File: config.mk
export PLATFORM = sky130hd
export DESIGN_NAME = etapa_if
export DESIGN_NICKNAME = d
export VERILOG_FILES = /design/src/rtl/etapa_if.sv
export SDC_FILE = /design/constraint.sdc
export NUM_CORES = 1
export LEC_CHECK = 0
export ABC_AREA = 0
export CORE_ASPECT_RATIO = 0.8
export CORE_MARGIN = 4
export CORE_UTILIZATION = 35
export CTS_BUF_LIST = sky130_fd_sc_hd__clkbuf_4
export DETAILED_ROUTE_END_ITERATION = 12
export PLACE_DENSITY = 0.58
export SETUP_SLACK_MARGIN = 0.05
export SYNTH_ARGS = -nofsm -noshare
export SYNTH_HDL_FRONTEND = slang
export SYNTH_SLANG_ARGS = --single-unit
File: constraint.sdc
create_clock -name clk -period 2.5 [get_ports clk]
set_input_delay 0.375 -clock clk [delete_from_list [all_inputs] [get_ports clk]]
set_output_delay 0.375 -clock clk [all_outputs]
set_load 0.005 [all_outputs]
File: src/rtl/etapa_if.sv
// rtl/etapa_if.sv - MIPS instruction-fetch stage: PC, request/ready fetch, one-entry skid, IF/ID register
// Optional feature macro: IF_FETCH_CNT_EN (adds fetch_cnt / stall_cnt counters)
module etapa_if #(
   parameter logic [31:0] RESET_PC = 32'h0000_0000
) (
   input  logic        clk,
   input  logic        rst_n,
   input  logic [1:0]  SEL_DIR,
   input  logic        resetIF,
   input  logic        MEM_RD_I,
   input  logic        stall,
   input  logic [25:0] jump_target,
   input  logic [31:0] jr_addr,
   input  logic [31:0] imem_rdata,
   input  logic        imem_ready,
   output logic [31:0] imem_addr,
   output logic        imem_req,
   output logic [31:0] instr_ID,
   output logic [31:0] pc4_ID,
   output logic        valid_ID,
   output logic [5:0]  opcode,
   output logic [5:0]  funct
`ifdef IF_FETCH_CNT_EN
   ,
   output logic [31:0] fetch_cnt,
   output logic [31:0] stall_cnt
`endif
);

   typedef enum logic [1:0] {ARRANQUE = 2'd0, FETCH = 2'd1, RETENCION = 2'd2} estado_t;

   estado_t     estado, estado_sig;
   logic [31:0] pc, pc_plus4, pc_sig, target;
   logic [31:0] skid_instr, skid_pc4;
   logic        transfer, redirect;
   logic        if_load, if_from_skid, if_nop, skid_load;

   assign pc_plus4 = pc + 32'd4;
   assign transfer = imem_req && imem_ready;
   // 11 on SEL_DIR is plain sequential fetch, so only 01/10 redirect
   assign redirect = (estado != ARRANQUE) && ((SEL_DIR == 2'b01) || (SEL_DIR == 2'b10));
   assign target   = (SEL_DIR == 2'b01) ? {pc4_ID[31:28], jump_target, 2'b00}
                                        : {jr_addr[31:2], 2'b00};
   assign opcode   = instr_ID[31:26];
   assign funct    = instr_ID[5:0];

   // State register
   always_ff @(posedge clk or negedge rst_n) begin
      if (!rst_n) estado <= ARRANQUE;
      else        estado <= estado_sig;
   end

   // Next-state: redirect and flush both force a clean return to FETCH
   always_comb begin
      estado_sig = estado;
      case (estado)
         ARRANQUE:  estado_sig = FETCH;
         FETCH:     if (transfer && stall) estado_sig = RETENCION;
         RETENCION: if (!stall) estado_sig = FETCH;
         default:   estado_sig = ARRANQUE;
      endcase
      if (redirect || resetIF) estado_sig = FETCH;
   end

   // Outputs: fetch only from FETCH, address is always the current PC
   always_comb begin
      imem_req  = (estado == FETCH) && MEM_RD_I;
      imem_addr = pc;
   end

   // Datapath control, priority: redirect/flush, then stall, then transfer
   always_comb begin
      pc_sig       = pc;
      if_load      = 1'b0;
      if_from_skid = 1'b0;
      if_nop       = 1'b0;
      skid_load    = 1'b0;
      if (redirect) begin
         pc_sig = target;
         if_nop = 1'b1;
      end else if (resetIF) begin
         if_nop = 1'b1;
      end else begin
         case (estado)
            FETCH: begin
               if (transfer) begin
                  pc_sig = pc_plus4;
                  if (stall) skid_load = 1'b1;
                  else       if_load   = 1'b1;
               end else if (!stall) begin
                  if_nop = 1'b1;
               end
            end
            RETENCION: if (!stall) if_from_skid = 1'b1;
            default: ;
         endcase
      end
   end

   // PC and skid buffer
   always_ff @(posedge clk or negedge rst_n) begin
      if (!rst_n) begin
         pc         <= RESET_PC;
         skid_instr <= 32'd0;
         skid_pc4   <= 32'd0;
      end else begin
         pc <= pc_sig;
         if (skid_load) begin
            skid_instr <= imem_rdata;
            skid_pc4   <= pc_plus4;
         end
      end
   end

   // IF/ID register; bubbles keep pc4_ID so jump targets stay anchored
   always_ff @(posedge clk or negedge rst_n) begin
      if (!rst_n) begin
         instr_ID <= 32'd0;
         pc4_ID   <= 32'd0;
         valid_ID <= 1'b0;
      end else if (if_nop) begin
         instr_ID <= 32'd0;
         valid_ID <= 1'b0;
      end else if (if_load) begin
         instr_ID <= imem_rdata;
         pc4_ID   <= pc_plus4;
         valid_ID <= 1'b1;
      end else if (if_from_skid) begin
         instr_ID <= skid_instr;
         pc4_ID   <= skid_pc4;
         valid_ID <= 1'b1;
      end
   end

`ifdef IF_FETCH_CNT_EN
   // Delivery and stalled-valid-instruction counters, free-running and wrapping
   always_ff @(posedge clk or negedge rst_n) begin
      if (!rst_n) begin
         fetch_cnt <= 32'd0;
         stall_cnt <= 32'd0;
      end else begin
         if (if_load || if_from_skid) fetch_cnt <= fetch_cnt + 32'd1;
         if (stall && valid_ID)       stall_cnt <= stall_cnt + 32'd1;
      end
   end
`endif

endmodule

==> metrics.yaml, run 1 <==
final_cells: 1270
whs_ps: 323
hpwl_um: 15400
insertion_delay_ps: 540
drtAntennaViolNets: 0
cts_tree: "built"
layout_common_cells: "clkdlybuf4s50_1 (200), dfrtp_1 (157), nand2_1 (102)"
gp_congestion: 0.784
final_cell_area_um2: 10500
ys_async_sr_fraction_pct: 100
antenna_found_initial: 1
area_delta_synth_final_pct: 34.4
drcViolationCount: 0
core-area_um2: 21800
dieArea_um2: 24900
ys_ff_latch: 157
avgSynthCellArea_um2: 10.1
cts_made_buffers: 17
dr.pass1.iters: 5
num_rows: 48
hp-class: "input pin to async pin"
setup_violations: 0
worstSetupPathType: "flip-flop to output port"
slew_headroom_pct: 64.3
netlist_area_um2: 7840
ir_drop_v: 0.000252
cp_max_fo: 10
nets: 1058
die_x_um: 175
syn_inst: 773
portBuffers: 201
p_per_area_nw_per_um2: 645
fin_setup_tns_ps: 0
start_kind: "flip-flop"
worstMarginPinSlew_ps: 532
hold_viol_final: 0
fmax_ghz: 0.462
synthFlopType: "dfrtp_1"
final.setup_skew_ps: 32.0
finalWirelength_um: 21600
min_period_over_period_pct: 86.5
critPathArrivalTime_ps: 1790
synth_seq_area_share_pct: 50.1
post_cts_buffers: 0
n_fill_cell: 2078
dp.cells: 1238
vias_per_cell: 4.94
clock_path_buffers: 2
drv_slew: 0
wl_per_cell_um: 17.0
fp.dieH_um: 142
drv_cap: 0
synth_warnings: 0
drive_gt1_share_pct: 10.5
grt_max_degree: 62
antennaDiodeCount: 0
setup.worst_path.end_class: "output port"
grt_use_total_pct: 17.7
drtIter0Drc: 372
rsz0062_at_grt: "no"
cp.required_ps: 2120
place_area_um2: 10300
cts-htree-levels: 4
final_common_cell: "clkdlybuf4s50_1"
synth_edf_count: 0
clock-sinks: 157
synth_cell_types: 54
vias: 6270
start_util_pct: 35.9
outcome: "finished clean"
cts_root_buf: "clkbuf_4"
gr-total-overflow: 0
ios: 208
clkTransAtPathRegs_ps: 140
fin_crit_ps: 2160
grt_pass1_wl_um: 34900
leakage_nw: 4.65
grt_pass1_vias: 6268
cell usage after synthesis, drive strengths merged (3+ instances only):
| master | instances | share of area (%) |
|---|---|---|
| or3 | 6 | 0.48 |
| a21oi | 33 | 2.1 |
| nand2b | 3 | 0.24 |
| and2 | 4 | 0.32 |
| xor2 | 18 | 2.0 |
| o221ai | 14 | 1.6 |
| nor3 | 10 | 0.78 |
| nand3 | 27 | 1.9 |
| buf | 41 | 3.2 |
| a21o | 7 | 0.67 |
| o21ai | 90 | 5.7 |
| inv | 7 | 0.34 |
| mux2 | 34 | 4.9 |
| nand4 | 12 | 1.6 |
| nand2 | 104 | 5.0 |
| clkbuf | 30 | 1.4 |
| dfrtp | 157 | 50 |
| nor4 | 3 | 0.51 |
| mux2i | 67 | 8.6 |
| xnor2 | 9 | 1.0 |
| o22ai | 6 | 0.48 |
| o32a | 4 | 0.51 |
| and3 | 13 | 1.0 |
| o211ai | 6 | 0.57 |
| nor2 | 44 | 2.2 |
| a211o | 4 | 0.45 |
final timing paths:
kind                                  end           start  cells past startpoint  slack, ps
min reg2reg                  skid_pc4[23]    skid_pc4[23]                      2        490
max reg2reg                 imem_addr[31]    imem_addr[9]                      5        390
min in group clk           skid_instr[26]  imem_rdata[26]                      2        450
min                          skid_pc4[13]           rst_n                      2        320
max in group asynchronous     instr_ID[3]           rst_n                      3       1460
max                              imem_req       estado[1]                      2        340
layout make-up:
cell class	instances	area, µm²	share of cell area (%)
clock buffers	17	128	1.21
flip-flops and latches	157	3930	37.3
multi-input cells	541	3560	33.8
repair buffers	234	2410	22.9
clock inverters	14	95.1	0.903
inverters	7	26.3	0.250
well taps	300	375	3.57
critical path, cell delays in order, from the launching register on:
cell,delay (ps)
dfrtp_1,510
and3b_1,250
clkdlybuf4s50_1,510
registers in the layout (all words and copies together) (netlist names):
signal / cells
instr_ID: 32
skid_instr: 32
skid_pc4: 30
estado: 2
valid_ID: 1
imem_addr: 30
pc4_ID: 30
logic make-up (layout without fill, tap and decap cells):
group / Yosys count / in the layout / share of synthesized area, %
XOR/XNOR: 27 / 27 / 3.02
AND/OR/NAND/NOR: 235 / 235 / 15.1
buffers and inverters: 78 / 272 / 4.95
AO/OA/AOI/OAI: 172 / 172 / 13.0
flip-flops: 157 / 157 / 50.1
other: 1 / 4 / 0.0479
adder cells (fa/ha/maj): 2 / 2 / 0.319
multiplexers: 101 / 101 / 13.4
report_power, final:
part / internal [mW] / total, mW / switching, mW
sequential: 3.10 / 3.55 / 0.445
clock: 0.387 / 1.33 / 0.943
combinational: 1.13 / 1.91 / 0.784
repair_timing:
action	in CTS	in global routing
resized for setup	0	0
hold buffers	1	0
endpoints found under the hold margin	45	0
endpoints found under the setup margin	0	0
stage by stage:
step	worst slack, ps	power [mW]	utilization [%]
after floorplan	558	4.38	-
after detailed placement	-47.8	5.55	47.2
final	337	6.79	48.3
after CTS	264	6.91	48.3
after global placement	-9.12	5.51	47.2
after global routing	189	7.29	48.3
per-layer routing:
metal,part of all wire (%),vias up,track usage [%]
met5,0.060,-,0
met4,0.82,2,3.51
met3,7.7,12,5.65
met2,45,171,27.2
met1,47,3011,24.8
li1,-,3074,-
(Power assumes the default switching activity.)
==> inputs of run 2 (changes only) <==
--- a/config.mk
+++ b/config.mk
@@ -16,3 +16,4 @@
 export SYNTH_ARGS = -nofsm -noshare
 export SYNTH_HDL_FRONTEND = slang
 export SYNTH_SLANG_ARGS = --single-unit
+export TNS_END_PERCENT = 50
==> constraint.sdc (replaced) <==
create_clock -name clk -period 2.65 [get_ports clk]
set_input_delay 0.3975 -clock clk [delete_from_list [all_inputs] [get_ports clk]]
set_output_delay 0.3975 -clock clk [all_outputs]
set_load 0.005 [all_outputs]
==> run 2 against run 1 <==
Net effect:
- non-clock buffer count down 3
- first-iteration DRC count up 9.9%
- critical endpoint is now imem_addr[20]
- via count is 1.4% higher
- sequential power down 5.6%
- sequential cell count unchanged
- wire length grew 1.8%
- largest cell class unchanged
- critical path type is now flip-flop to flip-flop
==> metrics.yaml, run 2 (same netlist as run 1, synthesis figures left out) <==
outcome: "finished clean"
die_x_um: 175  # unchanged
clkTransAtPathRegs_ps: 140  # about the same
fp.dieH_um: 142  # unchanged
drv_slew: 0  # unchanged
fmax_ghz: 0.449
nets: 1055  # -0.28%
post_cts_buffers: 0  # unchanged
dr.pass1.iters: 5  # unchanged
clock-sinks: 157  # unchanged
grt_pass1_wl_um: 35300  # +1.2%
cts-htree-levels: 4  # unchanged
dieArea_um2: 24900  # unchanged
vias: 6358  # +1.4%
grt_use_total_pct: 17.9  # +0.19 points
gr-total-overflow: 0  # unchanged
layout_common_cells: "clkdlybuf4s50_1 (200), dfrtp_1 (157), nand2_1 (102)"
area_delta_synth_final_pct: 35.3
min_period_over_period_pct: 84.1
place_area_um2: 10300  # -0.34%
start_kind: "flip-flop"
worstMarginPinSlew_ps: 625  # +93.1 ps
vias_per_cell: 5.03  # +1.8%
leakage_nw: 4.68  # +0.65%
p_clk_share_pct: 25.1  # +5.5 points
pwr-share-comb_pct: 26.2  # -2.0 points
num_rows: 48  # unchanged
drtAntennaViolNets: 0  # unchanged
cp_max_fo: 5  # -5
hold_viol_final: 0  # unchanged
hp-class: "input pin to async pin"
worstReg2RegStart: "imem_addr[3]"
regToRegSetupSlack_ps: 420  # +30 ps
cts_resized: 0  # unchanged
antennaDiodeCount: 0  # unchanged
reg_top3: "instr_ID: 32 flops, skid_instr: 32 flops"
crit_slowest_cell: "nor4_2"
ctsHoldBuffers: 1  # unchanged
final_common_cell: "clkdlybuf4s50_1"
portBuffers: 201  # unchanged
hpwl_um: 15500  # +0.64%
setup_violations: 0  # unchanged
grt_pass1_vias: 6226  # -0.67%
drv_cap: 0  # unchanged
core-area_um2: 21800  # unchanged
clock_path_buffers: 2  # unchanged
fin_setup_tns_ps: 0  # unchanged
power_frac_seq_pct: 48.8  # -3.5 points
cts_root_buf: "clkbuf_4"
drive_gt1_share_pct: 10.3  # -0.26 points
finalWirelength_um: 22000  # +1.8%
path_cells: "ha_1 -> nand2_1 -> nor4_2 -> and4_1 -> mux2i_1 -> o211ai_1"
start_util_pct: 35.9  # unchanged
insertion_delay_ps: 560  # +20 ps
drcViolationCount: 0  # unchanged
grt_max_degree: 65  # +4.8%
p_per_area_nw_per_um2: 648  # +0.42%
internal-power_mw: 4.83  # +4.5%
startpoint: "imem_addr[3]"
cp.required_ps: 3080  # +960 ps
max_stage_delay_ps: 520  # about the same
worstSetupPathType: "flip-flop to flip-flop"
wl_per_cell_um: 17.4  # +2.2%
final.setup_skew_ps: 29.5  # -2.44 ps
fin_crit_ps: 2230
gp_congestion: 0.802  # +2.3%
ir_drop_v: 0.000264  # +4.9%
critPathArrivalTime_ps: 2660  # +870 ps
slew_headroom_pct: 58.3  # -5.9 points
cts_tree: "built"
ios: 208  # unchanged
drtIter0Drc: 409  # +9.9%
p_switching_mw: 2.04  # -6.1%
setup.worst_path.end_class: "flip-flop"
antenna_found_initial: 1  # unchanged
switching_share_pct: 29.7  # -2.3 points
rsz0062_at_grt: "no"
cts_made_buffers: 17  # unchanged
final_cell_area_um2: 10600  # +0.68%
==> run 2: metal layers <==
metal	wire length, µm	vias up	global-route usage (%)
li1	-	3085	-
met1	10500	3084	25.8
met5	8	-	0
met4	264	2	4.01
met3	1510	17	5.51
met2	9720	170	26.5
==> run 2: through the flow <==
stage	hold slack, ps	worst slack [ps]	power [mW]	utilization [%]	std cells
CTS	364	381	6.97	48.6	1265
detailed placement	446	56.3	5.22	47.1	1235
global placement	445	81.5	5.19	47.1	1235
floorplan	102	685	4.13	-	776
global route	391	296	7.32	48.6	1265
finish	385	421	6.87	48.6	1265
==> run 2: power groups by stage <==
stage	combinational, mW	clock (mW)	sequential (mW)
after floorplan	0.818	0	3.31
final	1.80	1.72	3.35
after CTS	1.83	1.79	3.35
after global placement	1.81	0	3.39
after detailed placement	1.83	0	3.39
after global routing	1.99	1.88	3.44
==> run 2: worst max-delay path, delay by kind of cell (launching register included) <==
| kind | cells | cell delay [ps] |
|---|---|---|
| AND/OR/NAND/NOR | 3 | 1060 |
| flip-flops | 1 | 450 |
| adder cells (fa/ha/maj) | 1 | 300 |
| multiplexers | 1 | 200 |
| AO/OA/AOI/OAI | 1 | 100 |
==> run 2: path summary, 6_finish.rpt <==
kind                            cells after the start              to
max in group asynchronous                           3      pc4_ID[29]
worst max register to register                      6   imem_addr[20]
worst max-delay path                                6   imem_addr[20]
worst min-delay path                                2    skid_pc4[10]
min in group clk                                    2  skid_instr[29]
worst min register to register                      2    instr_ID[21]
==> run 2: final cells by class <==
| type | instances | area, µm² |
|---|---|---|
| inverters | 7 | 26.3 |
| clock inverters | 11 | 194 |
| repair buffers | 231 | 2380 |
| well taps | 300 | 375 |
| multi-input cells | 541 | 3560 |
| fillers | 2059 | 11200 |
| clock buffers | 18 | 135 |
| flip-flops and latches | 157 | 3930 |
==> inputs of run 3 (changes only) <==
--- a/config.mk
+++ b/config.mk
@@ -11,7 +11,7 @@
 export CORE_UTILIZATION = 35
 export CTS_BUF_LIST = sky130_fd_sc_hd__clkbuf_4
 export DETAILED_ROUTE_END_ITERATION = 12
-export PLACE_DENSITY = 0.58
+export PLACE_DENSITY = 0.6
 export SETUP_SLACK_MARGIN = 0.05
 export SYNTH_ARGS = -nofsm -noshare
 export SYNTH_HDL_FRONTEND = slang
==> constraint.sdc (replaced) <==
create_clock -name clk -period 1.9 [get_ports clk]
set_input_delay 0.285 -clock clk [delete_from_list [all_inputs] [get_ports clk]]
set_output_delay 0.285 -clock clk [all_outputs]
set_load 0.005 [all_outputs]
==> run 3 against run 2 <==
Net effect:
- worst setup slack lost 340 ps
- sequential power grew 36%
- critical endpoint is now skid_pc4[30]
- critical path depth grew 2
- sequential share of layout area shrank 3.3 points
- combinational power grew 64%
==> metrics.yaml, run 3 (same netlist as run 1, synthesis figures left out) <==
outcome: "finished clean"
power_frac_seq_pct: 48.5  # -0.3 points
fmax_ghz: 0.549  # +22%
cp_max_fo: 4  # -1
drv_slew: 0  # unchanged
p_clk_share_pct: 20.0  # -5.1 points
reg_top3: "instr_ID: 32 flops, skid_instr: 32 flops"
max_stage_delay_ps: 390  # -130 ps
cts_made_buffers: 17  # unchanged
multi_input_comb_area_um2: 3740  # +5.1%
ios: 208  # unchanged
clock_path_buffers: 2  # unchanged
drcViolationCount: 0  # unchanged
grt_pass1_wl_um: 36800  # +4.1%
hp-class: "input pin to async pin"
whs_ps: 86.7  # -298 ps
cp.required_ps: 2380  # -700 ps
crit_slowest_cell: "dfrtp_1"
fin_crit_ps: 1820  # -408 ps
startpoint: "imem_addr[11]"
switching_share_pct: 31.8  # +2.1 points
clkTransAtPathRegs_ps: 140  # about the same
grt_max_degree: 64  # -1.5%
setup.worst_path.end_class: "flip-flop"
grt_use_total_pct: 18.6  # +0.78 points
critPathBufInv: 3  # +3
drive_gt1_share_pct: 21.6  # +11 points
critPathArrivalTime_ps: 2300  # -360 ps
insertion_delay_ps: 540  # -20 ps
leakage_nw: 5.88  # +26%
final_common_cell: "dfrtp_1"
final_cell_area_um2: 11600  # +9.9%
gr-total-overflow: 0  # unchanged
dieArea_um2: 24900  # unchanged
hold_viol_final: 0  # unchanged
rsz0062_at_grt: "yes"
clock-sinks: 157  # unchanged
vias_per_cell: 4.95  # -1.5%
ir_drop_v: 0.000400  # +52%
cp_num_cells: 8  # +2
regArea_um2: 3940  # +0.16%
worstSetupPathType: "flip-flop to flip-flop"
nets: 1158  # +9.8%
cts_tree: "built"
start_kind: "flip-flop"
place_area_um2: 10900  # +6.1%
cpLargestDelayFamily: "simple AND/OR/NAND/NOR gates"
core-area_um2: 21800  # unchanged
fp.dieH_um: 142  # unchanged
dr.pass1.iters: 4  # -1
dp.cells: 1310  # +6.1%
vias: 6790  # +6.8%
worstReg2RegStart: "imem_addr[11]"
min_period_over_period_pct: 95.8  # +12 points
portBuffers: 201  # unchanged
internal-power_mw: 6.41  # +33%
finalWirelength_um: 23000  # +4.3%
path_cells: "buf_6 -> nand4_4 -> buf_6 -> nor4_4 -> buf_4 -> nand4_1 -> xor2_2 -> o21ai_1"
wl_per_cell_um: 16.8  # -3.8%
p_per_area_nw_per_um2: 806  # +24%
start_util_pct: 35.9  # unchanged
gp_congestion: 0.830  # +3.5%
die_x_um: 175  # unchanged
num_rows: 48  # unchanged
n_fill_cell: 1989  # -3.4%
area_delta_synth_final_pct: 48.7
drtIter0Drc: 404  # -1.2%
final.setup_skew_ps: 21.0  # -8.55 ps
pwr-share-comb_pct: 31.5  # +5.3 points
layout_common_cells: "dfrtp_1 (152), clkdlybuf4s50_1 (130), buf_4 (104)"
r2r_cells: 8  # +2
final_cells: 1372  # +8.5%
antenna_found_initial: 1  # unchanged
hpwl_um: 17200  # +11%
cts-htree-levels: 4  # unchanged
setup_violations: 0  # unchanged
cts_root_buf: "clkbuf_4"
cpMostUsedCell: "buf_6"
regToRegSetupSlack_ps: 80  # -340 ps
drv_cap: 0  # unchanged
drtAntennaViolNets: 0  # unchanged
grt_pass1_vias: 6716  # +7.9%
p_switching_mw: 2.99  # +47%
-- run 3: power groups by stage --
stage / clock network, mW / registers, mW / logic [mW]
after detailed placement: 0 / 4.65 / 2.93
after floorplan: 0 / 4.62 / 1.14
final: 1.88 / 4.55 / 2.96
after CTS: 1.97 / 4.56 / 2.97
after global placement: 0 / 4.65 / 2.89
after global routing: 2.14 / 4.65 / 3.28
-- run 3: timing repair --
| action | 4_1_cts | 5_1_grt |
|---|---|---|
| endpoints found under the setup margin | 37 | 129 |
| buffers inserted | 15 | 13 |
| pin swaps | 1 | 17 |
| gates cloned | 0 | 0 |
| hold buffers | 1 | 0 |
| hold endpoints to repair | 157 | 0 |
| resized for setup | 46 | 78 |
-- run 3: layer usage --
| metal | vias to the layer above | GRT usage, % | routed length [µm] |
|---|---|---|---|
| li1 | 3288 | - | - |
| met2 | 164 | 29.1 | 10500 |
| met3 | 18 | 5.19 | 1420 |
| met1 | 3320 | 26.2 | 10800 |
| met4 | 0 | 3.68 | 221 |
| met5 | - | 0 | 0 |
-- run 3: through the flow --
| stage | setup TNS [ps] | setup WS, ps | power (mW) | utilization [%] |
|---|---|---|---|---|
| final | 0 | 79.5 | 9.39 | 53.4 |
| after global routing | -194 | -67.1 | 10.1 | 53.4 |
| after CTS | 0 | 33.9 | 9.50 | 51.7 |
| after detailed placement | -47390 | -385 | 7.59 | 49.9 |
| after global placement | -45210 | -373 | 7.53 | 49.9 |
| after floorplan | 0 | 54.1 | 5.77 | - |
-- run 3: area by class of cell --
class | count | share of cell area (%)
Sequential cell | 157 | 33.8
Multi-Input combinational cell | 541 | 32.1
Timing Repair Buffer | 334 | 28.4
Tap cell | 300 | 3.22
Clock buffer | 18 | 1.16
Clock inverter | 14 | 1.05
Inverter | 7 | 0.226
Antenna cell | 1 | 0.0215
-- run 3: worst register-to-register path: cells and delay by family (launching register included) --
family	cells	cell delay, ps
AND/OR/NAND/NOR	3	560
flip-flops	1	390
buffers and inverters	3	440
AO/OA/AOI/OAI	1	120
XOR/XNOR	1	240
-- run 3: final timing paths --
kind	endpoint
worst max-delay path	skid_pc4[30]
worst min-delay path	imem_addr[12]
worst max register to register	skid_pc4[30]
worst min register to register	skid_pc4[8]
max in group asynchronous	imem_addr[30]
min in group clk	skid_instr[31]
